## config.mk

```make
export PLATFORM = sky130hd
export DESIGN_NAME = useq_next
export DESIGN_NICKNAME = d
export VERILOG_FILES = /design/src/rtl/useq_next.sv
export SDC_FILE = /design/constraint.sdc
export NUM_CORES = 1
export LEC_CHECK = 0
export ABC_CLOCK_PERIOD_IN_PS = 2840
export CAP_MARGIN = 25
export CORE_MARGIN = 5
export CORE_UTILIZATION = 45
export CTS_CLUSTER_SIZE = 28
export DETAILED_ROUTE_END_ITERATION = 12
export PLACE_DENSITY = 0.76
export REMOVE_ABC_BUFFERS = 1
export SYNTH_ARGS = -nofsm -noshare
export SYNTH_HDL_FRONTEND = slang
export SYNTH_SLANG_ARGS = --single-unit
```

## constraint.sdc

```tcl
create_clock -name clk -period 2.84 [get_ports clk]
set_input_delay 0.568 -clock clk [delete_from_list [all_inputs] [get_ports clk]]
set_output_delay 0.568 -clock clk [all_outputs]
set_load 0.05 [all_outputs]
```

## src/rtl/useq_next.sv

```systemverilog
// useq_next - next-address logic for the microsequencer.
//
// Decodes the branch field of the current microinstruction with the ALU
// flags, the macro opcode and the memory handshake. It drives load_incr and
// upc_next combinationally into the micro-PC register in the same cycle.
// It also keeps a micro-return stack for micro-subroutines and a
// wait-timeout counter for memory stalls.
//
// Ports:
//   clk        system clock, rising edge
//   reset      asynchronous, active-high; clears stack, counters, error flags
//   upc        current micro-PC
//   br_type    branch field: 0 NEXT, 1 JUMP, 2 BZ, 3 BN, 4 DISPATCH,
//              5 CALL, 6 RET, 7 WAIT
//   br_target  branch / call target address
//   flag_z     ALU zero flag
//   flag_n     ALU negative flag
//   opcode     macro opcode for DISPATCH (loads {1'b1, opcode})
//   mem_ready  memory access complete
//   load_incr  1 = micro-PC loads upc_next, 0 = micro-PC increments
//   upc_next   load address (forced to 0 when load_incr = 0)
//   stk_depth  current return-stack occupancy
//   err        sticky flags: bit0 stack over/underflow, bit1 wait timeout
//
// Handshake: no valid/ready pair. Every clk edge consumes one
// microinstruction. The outputs are valid while the inputs are stable.
// Internal state (stack, depth, wait counter, err) commits on that edge.
module useq_next #(
  parameter int STACK_DEPTH = 4,
  parameter int WAIT_LIMIT  = 15
) (
  input  logic       clk,
  input  logic       reset,
  input  logic [4:0] upc,
  input  logic [2:0] br_type,
  input  logic [4:0] br_target,
  input  logic       flag_z,
  input  logic       flag_n,
  input  logic [3:0] opcode,
  input  logic       mem_ready,
  output logic       load_incr,
  output logic [4:0] upc_next,
  output logic [2:0] stk_depth,
  output logic [1:0] err
);

  localparam int IDX_W   = $clog2(STACK_DEPTH);
  localparam int DEPTH_W = IDX_W + 1;

  localparam logic [2:0] BR_NEXT     = 3'd0;
  localparam logic [2:0] BR_JUMP     = 3'd1;
  localparam logic [2:0] BR_BZ       = 3'd2;
  localparam logic [2:0] BR_BN       = 3'd3;
  localparam logic [2:0] BR_DISPATCH = 3'd4;
  localparam logic [2:0] BR_CALL     = 3'd5;
  localparam logic [2:0] BR_RET      = 3'd6;
  localparam logic [2:0] BR_WAIT     = 3'd7;

  logic [4:0]         stack [STACK_DEPTH];
  logic [DEPTH_W-1:0] depth;
  logic [3:0]         wait_cnt;
  logic [3:0]         wait_cnt_nxt;
  logic               push;
  logic               pop;
  logic               stk_err;
  logic               timeout;
  logic               full;
  logic               empty;
  logic [IDX_W-1:0]   top_idx;
  logic [4:0]         upc_inc;

  assign full    = (depth == DEPTH_W'(STACK_DEPTH));
  assign empty   = (depth == '0);
  assign top_idx = IDX_W'(depth - DEPTH_W'(1));
  // Return address wraps: a CALL from 31 returns to 0.
  assign upc_inc = upc + 5'd1;

  // Branch decode and stack/counter control.
  always_comb begin
    load_incr    = 1'b0;
    upc_next     = 5'd0;
    push         = 1'b0;
    pop          = 1'b0;
    stk_err      = 1'b0;
    timeout      = 1'b0;
    wait_cnt_nxt = 4'd0;
    case (br_type)
      BR_NEXT: begin
        load_incr = 1'b0;
      end
      BR_JUMP: begin
        load_incr = 1'b1;
        upc_next  = br_target;
      end
      BR_BZ: begin
        load_incr = flag_z;
        upc_next  = flag_z ? br_target : 5'd0;
      end
      BR_BN: begin
        load_incr = flag_n;
        upc_next  = flag_n ? br_target : 5'd0;
      end
      BR_DISPATCH: begin
        load_incr = 1'b1;
        upc_next  = {1'b1, opcode};
      end
      BR_CALL: begin
        // The jump is always taken. Only the push is dropped on overflow.
        load_incr = 1'b1;
        upc_next  = br_target;
        if (full) stk_err = 1'b1;
        else      push    = 1'b1;
      end
      BR_RET: begin
        // Underflow restarts the microprogram at address 0.
        load_incr = 1'b1;
        if (empty) begin
          upc_next = 5'd0;
          stk_err  = 1'b1;
        end else begin
          upc_next = stack[top_idx];
          pop      = 1'b1;
        end
      end
      BR_WAIT: begin
        if (!mem_ready) begin
          load_incr = 1'b1;
          if (wait_cnt == 4'(WAIT_LIMIT - 1)) begin
            // Give up on the stalled access and restart.
            upc_next = 5'd0;
            timeout  = 1'b1;
          end else begin
            upc_next     = upc;
            wait_cnt_nxt = wait_cnt + 4'd1;
          end
        end
      end
      default: begin
        load_incr = 1'b0;
      end
    endcase
  end

  always_ff @(posedge clk or posedge reset) begin
    if (reset) begin
      for (int i = 0; i < STACK_DEPTH; i++) stack[i] <= 5'd0;
      depth    <= '0;
      wait_cnt <= 4'd0;
      err      <= 2'b00;
    end else begin
      if (push) begin
        stack[depth[IDX_W-1:0]] <= upc_inc;
        depth                   <= depth + DEPTH_W'(1);
      end else if (pop) begin
        depth <= depth - DEPTH_W'(1);
      end
      wait_cnt <= wait_cnt_nxt;
      err      <= err | {timeout, stk_err};
    end
  end

  // With STACK_DEPTH = 8 the full count does not fit the 3-bit port.
  assign stk_depth = 3'(depth);

endmodule
```

==> impl_metrics.json, run 1 <==
{
  "hpwl_um": 2981,
  "clk_pin_slew_worst_paths_ns": 0.09,
  "min_path_type": "register to register",
  "clock.fmax_ghz": 0.3583,
  "finalCritPeriodShare_pct": 98.28,
  "hp-start": "err[0]",
  "h-tree-depth": 2,
  "ys_seq_area_share_pct": 46.40,
  "die_h_um": 68.96,
  "grt_max_degree": 30,
  "grt_pass1_vias": 1325,
  "crit_family": "buffers and inverters",
  "max_stage_delay_ns": 0.51,
  "max_cap_viol_count": 0,
  "slew_headroom_pct": 66.03,
  "ff2ff_path_depth": 4,
  "syn-instance-count": 148,
  "numCtsBuffers": 5,
  "yosysUniqueCellTypes": 33,
  "die_x_um": 68.96,
  "synth_seq_cells": 29,
  "portBuffers": 32,
  "cts_sinks": 29,
  "initial_core_util_pct": 46.50,
  "num_antenna_cells": 0,
  "rrSetupSlack_ns": 1.19,
  "finalNonFillerCells": 242,
  "ir_worst_vdd_mv": 0.4948,
  "post-synth-top-area-cell": "dfrtp_1",
  "final_cell_area_um2": 2092,
  "endpoint_kind": "primary output",
  "grt_overflow": 0,
  "place_area_um2": 1979,
  "syn_area_um2": 1564,
  "rsz0062_at_grt": "yes",
  "holdWs_ns": 0.4778,
  "ys_warn_count": 0,
  "insertion_delay_ns": 0.33,
  "via_count": 1314,
  "synth_ff_type": "dfrtp_1",
  "synth_top_area_share_pct": 46.40,
  "finalCriticalPeriod_ns": 2.791,
  "routed_via_density": 5.430,
  "critPathArrivalTime_ns": 2.22,
  "async_flop_share_pct": 100.0,
  "placed_cells": 230,
  "postRouteWirelength_um": 3900,
  "path_max_fanout": 8,
  "antenna_found_initial": 0,
  "fin_util_pct": 62.20,
  "layout-drive-gt1-share_pct": 22.45,
  "critPathRequiredTime_ns": 2.27,
  "worst-path-buf-inv": 2,
  "crit-reg2reg-launch": "stk_depth[0]",
  "wl_per_cell_um": 16.12,
  "hold_viol_final": 0,
  "leakage_nw": 0.9302,
  "setup_viol": 0,
  "power_density_nw_per_um2": 908.3,
  "grtUsageTotal_pct": 18.71,
  "fin_tns_setup_ns": 0,
  "cp-start-kind": "primary input",
  "gp_congestion": 0.8482,
  "ios": 33,
  "crit_chain": "clkdlybuf4s50_1 > nor2b_2 > and3_4 > a222oi_1 > o21ai_1 > buf_6",
  "cts_tree": "done",
  "ant_nets": 0,
  "hold-path-endpoint": "err[0]",
  "report.final.slew_viol_count": 0,
  "worst_path_max_delay_cell": "clkdlybuf4s50_1",
  "synthToLayoutAreaGrowth_pct": 33.76,
  "nets": 225,
  "root_buffer": "clkbuf_4",
  "hold_buffers": 0,
  "outcome": "finished clean",
  "synth_area_per_cell_um2": 10.57,
  "synth_edf_count": 0,
  "die-area_um2": 4755,
  "cts_buffer_depth": 2,
  "min_path_cells": 1,
  "rows": 21,
  "grt_pass1_wl_um": 6313,
  "worst_pin_slew_ns": 0.5079,
  "core_area_um2": 3363,
  "drc": 0,
  "worstSetupPathType": "primary input to primary output",
  "clock_skew_ns": 0.007610,
  "r2r_end": "stack[1]",
  "initialDrtViolationCount": 59,
  "first_pass_iters": 4,
  "synth.area.top_cells": "dfrtp_1 46%, mux4_2 7.2%, ha_1 6.4%, o21ai_0 6.1%, mux2_2 3.6%"
}
-- cell usage after synthesis, types with 2 or more instances --
cell type	count
nand2_1	13
xor2_1	3
buf_6	2
xnor2_1	3
o21ai_0	19
buf_2	2
dfrtp_1	29
inv_1	12
ha_1	8
nand3b_1	2
mux4_2	5
nand3_1	9
a21oi_1	5
mux2_2	5
nand2b_1	2
nor2_1	9
a222oi_1	4
-- worst register-to-register path, delay by kind of cell, from the launching register on --
family	cells	cell delay (ns)
muxes	1	0.40
DFF	1	0.40
adders and majority gates	1	0.21
buffers and inverters	1	0.19
and+or+nand+nor	1	0.34
-- logic make-up after synthesis --
logic type               after synthesis  share of synthesized area (%)
adder cells (fa/ha/maj)                8                          6.400
AND/OR/NAND/NOR                       43                          13.92
multiplexers                          10                          10.80
flip-flops                            29                          46.40
buffers and inverters                 16                          4.960
AO/OA/AOI/OAI                         36                          14.16
XOR/XNOR                               6                          3.361
-- routing by layer --
metal | part of all wire, % | track usage [%] | vias up
met3 | 6.1 | 5.024 | 10
met2 | 52 | 30.95 | 45
met5 | 0 | 0 | -
li1 | - | - | 620
met1 | 39 | 21.76 | 639
met4 | 3.1 | 10.71 | 0
-- stage by stage --
step                      worst slack (ns)  total power [mW]
after CTS                        -0.007917             1.901
after global routing              -0.07648             2.025
after floorplan                    -0.5266             1.267
after detailed placement           0.02536             1.589
after global placement              0.1131             1.538
final                              0.04887             1.900
-- cells in the final DEF, fill, tap and decap left out, types with 2 or more instances in the layout --
master            n
a21oi_1           5
ha_1              7
nor2_1            9
mux2_2            5
inv_2             2
clkinv_2          2
nand3b_1          2
o21ai_0          15
nand2_1          13
xor2_1            3
nand3_1           9
buf_12            2
clkdlybuf4s50_1  25
clkbuf_4          5
mux4_2            5
a222oi_1          4
buf_4            13
inv_1            10
nand2b_1          2
buf_6             3
xnor2_1           3
dfrtp_1          29
o21ai_1           5
-- worst max path at each step --
stage / slack, ns / from / end / cells past startpoint
final: 0.05 / br_type[1] / upc_next[0] / 6
after global routing: -0.08 / stk_depth[1] / upc_next[0] / 6
after CTS: -0.008 / stk_depth[0] / upc_next[0] / 6
after detailed placement: 0.03 / br_type[0] / upc_next[0] / 5
after global placement: 0.11 / br_type[0] / upc_next[4] / 6
after floorplan: -0.53 / stk_depth[0] / upc_next[0] / 5
-- flip-flops by register name (all words and copies together), names as in the netlist --
name,flops
stk_depth,3
err,2
wait_cnt,4
stack,20
-- what timing repair did --
item / 4_1_cts / 5_1_grt
setup buffers: 3 / 1
endpoints found under the setup margin: 5 / 5
resized for setup: 6 / 7
pin swaps: 2 / 3
-- where the power goes --
group | switching [mW] | internal, mW
clock | 0.141 | 0.0940
combinational | 0.504 | 0.488
sequential | 0.0969 | 0.578
-- area by class of cell --
class	instances	area, um^2
Clock buffer	6	41.29
Clock inverter	2	10.01
Fill cell	285	1271
Inverter	12	45.04
Multi-Input combinational cell	103	778.2
Sequential cell	29	725.7
Tap cell	46	57.56
Timing Repair Buffer	44	434.2
(Power assumes the default switching activity.)
==> run 2, diff against run 1 <==
- CTS_CLUSTER_DIAMETER: not set -> 80
==> results of run 2 <==
Final layout, timing and power as in run 1 (identical DEF).
==> run 3, diff against run 2 <==
- PLACE_DENSITY: 0.76 -> 0.72
==> run 3 against run 2 <==
  * Clock power up 7%
  * Register-to-register slack better by 0.03 ns
  * Via count down 1.8%
  * Design area up 0.54%
  * Hold slack worse by 0.00075 ns
  * Combinational power about the same
  * First-iteration DRC count up 61%
  * Count of clock-buffer cells in the layout up 1
  * Cell count unchanged
  * Wire length up 0.69%
  * Sequential power about the same
  * Critical endpoint is now upc_next[1]
  * Highest routed layer unchanged
==> impl_metrics.json, run 3 (synthesis gave the netlist of run 1 again) <==
{
  "clock.fmax_ghz": 0.3573,
  "portBuffers": 32,
  "first_pass_iters": 4,
  "layout-drive-gt1-share_pct": 22.45,
  "ios": 33,
  "crit-reg2reg-launch": "stk_depth[0]",
  "largest_register_ff_count": 20,
  "die_x_um": 68.96,
  "final_cell_mix": "29 x dfrtp_1, 25 x clkdlybuf4s50_1, 15 x o21ai_0, 14 x buf_4, 13 x nand2_1",
  "r2r_end": "stack[1]",
  "clk_pin_slew_worst_paths_ns": 0.09,
  "worst-path-buf-inv": 2,
  "drc": 0,
  "grt_overflow": 0,
  "layout_setup_ws_ns": 0.04111,
  "initial_core_util_pct": 46.50,
  "finalCritPeriodShare_pct": 98.55,
  "clock_skew_ns": 0.004265,
  "place_ws_ns": -0.09822,
  "ant_nets": 0,
  "nets": 226,
  "grt_pass1_vias": 1362,
  "power_mw": 1.915,
  "cts_buffer_depth": 2,
  "core_area_um2": 3363,
  "report.final.slew_viol_count": 0,
  "grtUsageTotal_pct": 19.16,
  "worst_path_max_delay_cell": "mux4_2",
  "via_count": 1290,
  "power_density_nw_per_um2": 910.6,
  "ff2ff_path_depth": 4,
  "leakage_nw": 0.9344,
  "rsz0062_at_grt": "yes",
  "p_sw_uw": 725.0,
  "max_cap_viol_count": 0,
  "antenna_found_initial": 0,
  "outcome": "finished clean",
  "cp-start-kind": "register",
  "routed_via_density": 5.331,
  "rows": 21,
  "top_register": "stack",
  "slew_headroom_pct": 66.10,
  "die-area_um2": 4755,
  "pwr-share-seq_pct": 35.1,
  "die_h_um": 68.96,
  "endpoint_kind": "primary output",
  "p_int_mw": 1.190,
  "grt_max_degree": 30,
  "fin_util_pct": 62.54,
  "gp_congestion": 0.7545,
  "critPathRequiredTime_ns": 2.27,
  "clock_power_share_pct": 13.1,
  "grt_pass1_wl_um": 6444,
  "cts_tree": "done",
  "rrSetupSlack_ns": 1.22,
  "h-tree-depth": 2,
  "cts_sinks": 29,
  "max_stage_delay_ns": 0.51,
  "synthToLayoutAreaGrowth_pct": 34.48,
  "num_antenna_cells": 0,
  "hold_buffers": 0,
  "cp-startpoint": "stk_depth[0]",
  "combPwrFrac_pct": 51.8,
  "setup_viol": 0,
  "finalCriticalPeriod_ns": 2.799,
  "postRouteWirelength_um": 3927,
  "path_max_fanout": 5,
  "final_common_cell": "dfrtp_1",
  "initialDrtViolationCount": 95,
  "ir_worst_vdd_mv": 0.3983,
  "hpwl_um": 2938,
  "crit_cells": 6,
  "min_path_type": "register to register",
  "sw_frac_of_total_pct": 37.85,
  "crit_chain": "inv_2 > ha_4 > mux4_2 > a222oi_1 > o21ai_1 > buf_6",
  "insertion_delay_ns": 0.32,
  "numCtsBuffers": 5,
  "root_buffer": "clkbuf_4",
  "wl_per_cell_um": 16.23,
  "critPathCapture": "upc_next[1]",
  "critPathArrivalTime_ns": 2.23,
  "worstSetupPathType": "register to primary output",
  "worst_pin_slew_ns": 0.5069,
  "hold_viol_final": 0,
  "crit_family": "multiplexers"
}
## run 3: what timing repair did
action | CTS | global route
endpoints found under the setup margin | 5 | 5
buffers inserted | 1 | 3
resized for setup | 8 | 5
pin swaps | 1 | 2
## run 3: worst reg2reg max path, cell delays in order (launching register included)
cell,delay [ns]
dfrtp_1,0.40
buf_4,0.19
ha_1,0.21
nand3_1,0.33
mux2_2,0.38
## run 3: worst min path at each step
stage,start,slack (ns),end,depth (start not counted)
global placement,err[0],0.46,err[0],1
finish,err[0],0.48,err[0],1
CTS,err[0],0.48,err[0],1
floorplan,stack[13],0.44,stack[13],2
detailed placement,err[0],0.46,err[0],1
global route,stack[9],0.50,stack[9],2
## run 3: power groups by stage
stage	clock network, mW	logic, mW	registers, mW
after floorplan	0	0.495	0.772
after global placement	0	0.872	0.667
after detailed placement	0	0.894	0.682
after CTS	0.260	0.955	0.669
after global routing	0.276	1.07	0.695
final	0.252	0.992	0.672
## run 3: per-layer routing
metal	up-vias	global-route usage [%]	share of wire (%)
met3	5	5.997	7.2
li1	622	-	-
met2	46	32.50	50
met1	617	22.91	41
met5	-	0	0
met4	0	6.569	1.4
## run 3: area by class of cell
type,count,area (um^2)
Timing Repair Buffer,45,441.7
Tap cell,46,57.56
Sequential cell,29,725.7
Clock buffer,7,55.05
Inverter,12,45.04
Multi-Input combinational cell,103,778.2
Fill cell,313,1260
## run 3: metrics by stage
stage          area, um^2  instances  hold slack [ns]  setup TNS, ns
3_5_place_dp         1987        231           0.4620        -0.3130
6_report             2103        242           0.4771              0
4_1_cts              2074        239           0.4822              0
3_3_place_gp         1987        231           0.4554              0
2_1_floorplan        1531        144           0.4446         -2.023
5_1_grt              2103        242           0.5049        -0.2768
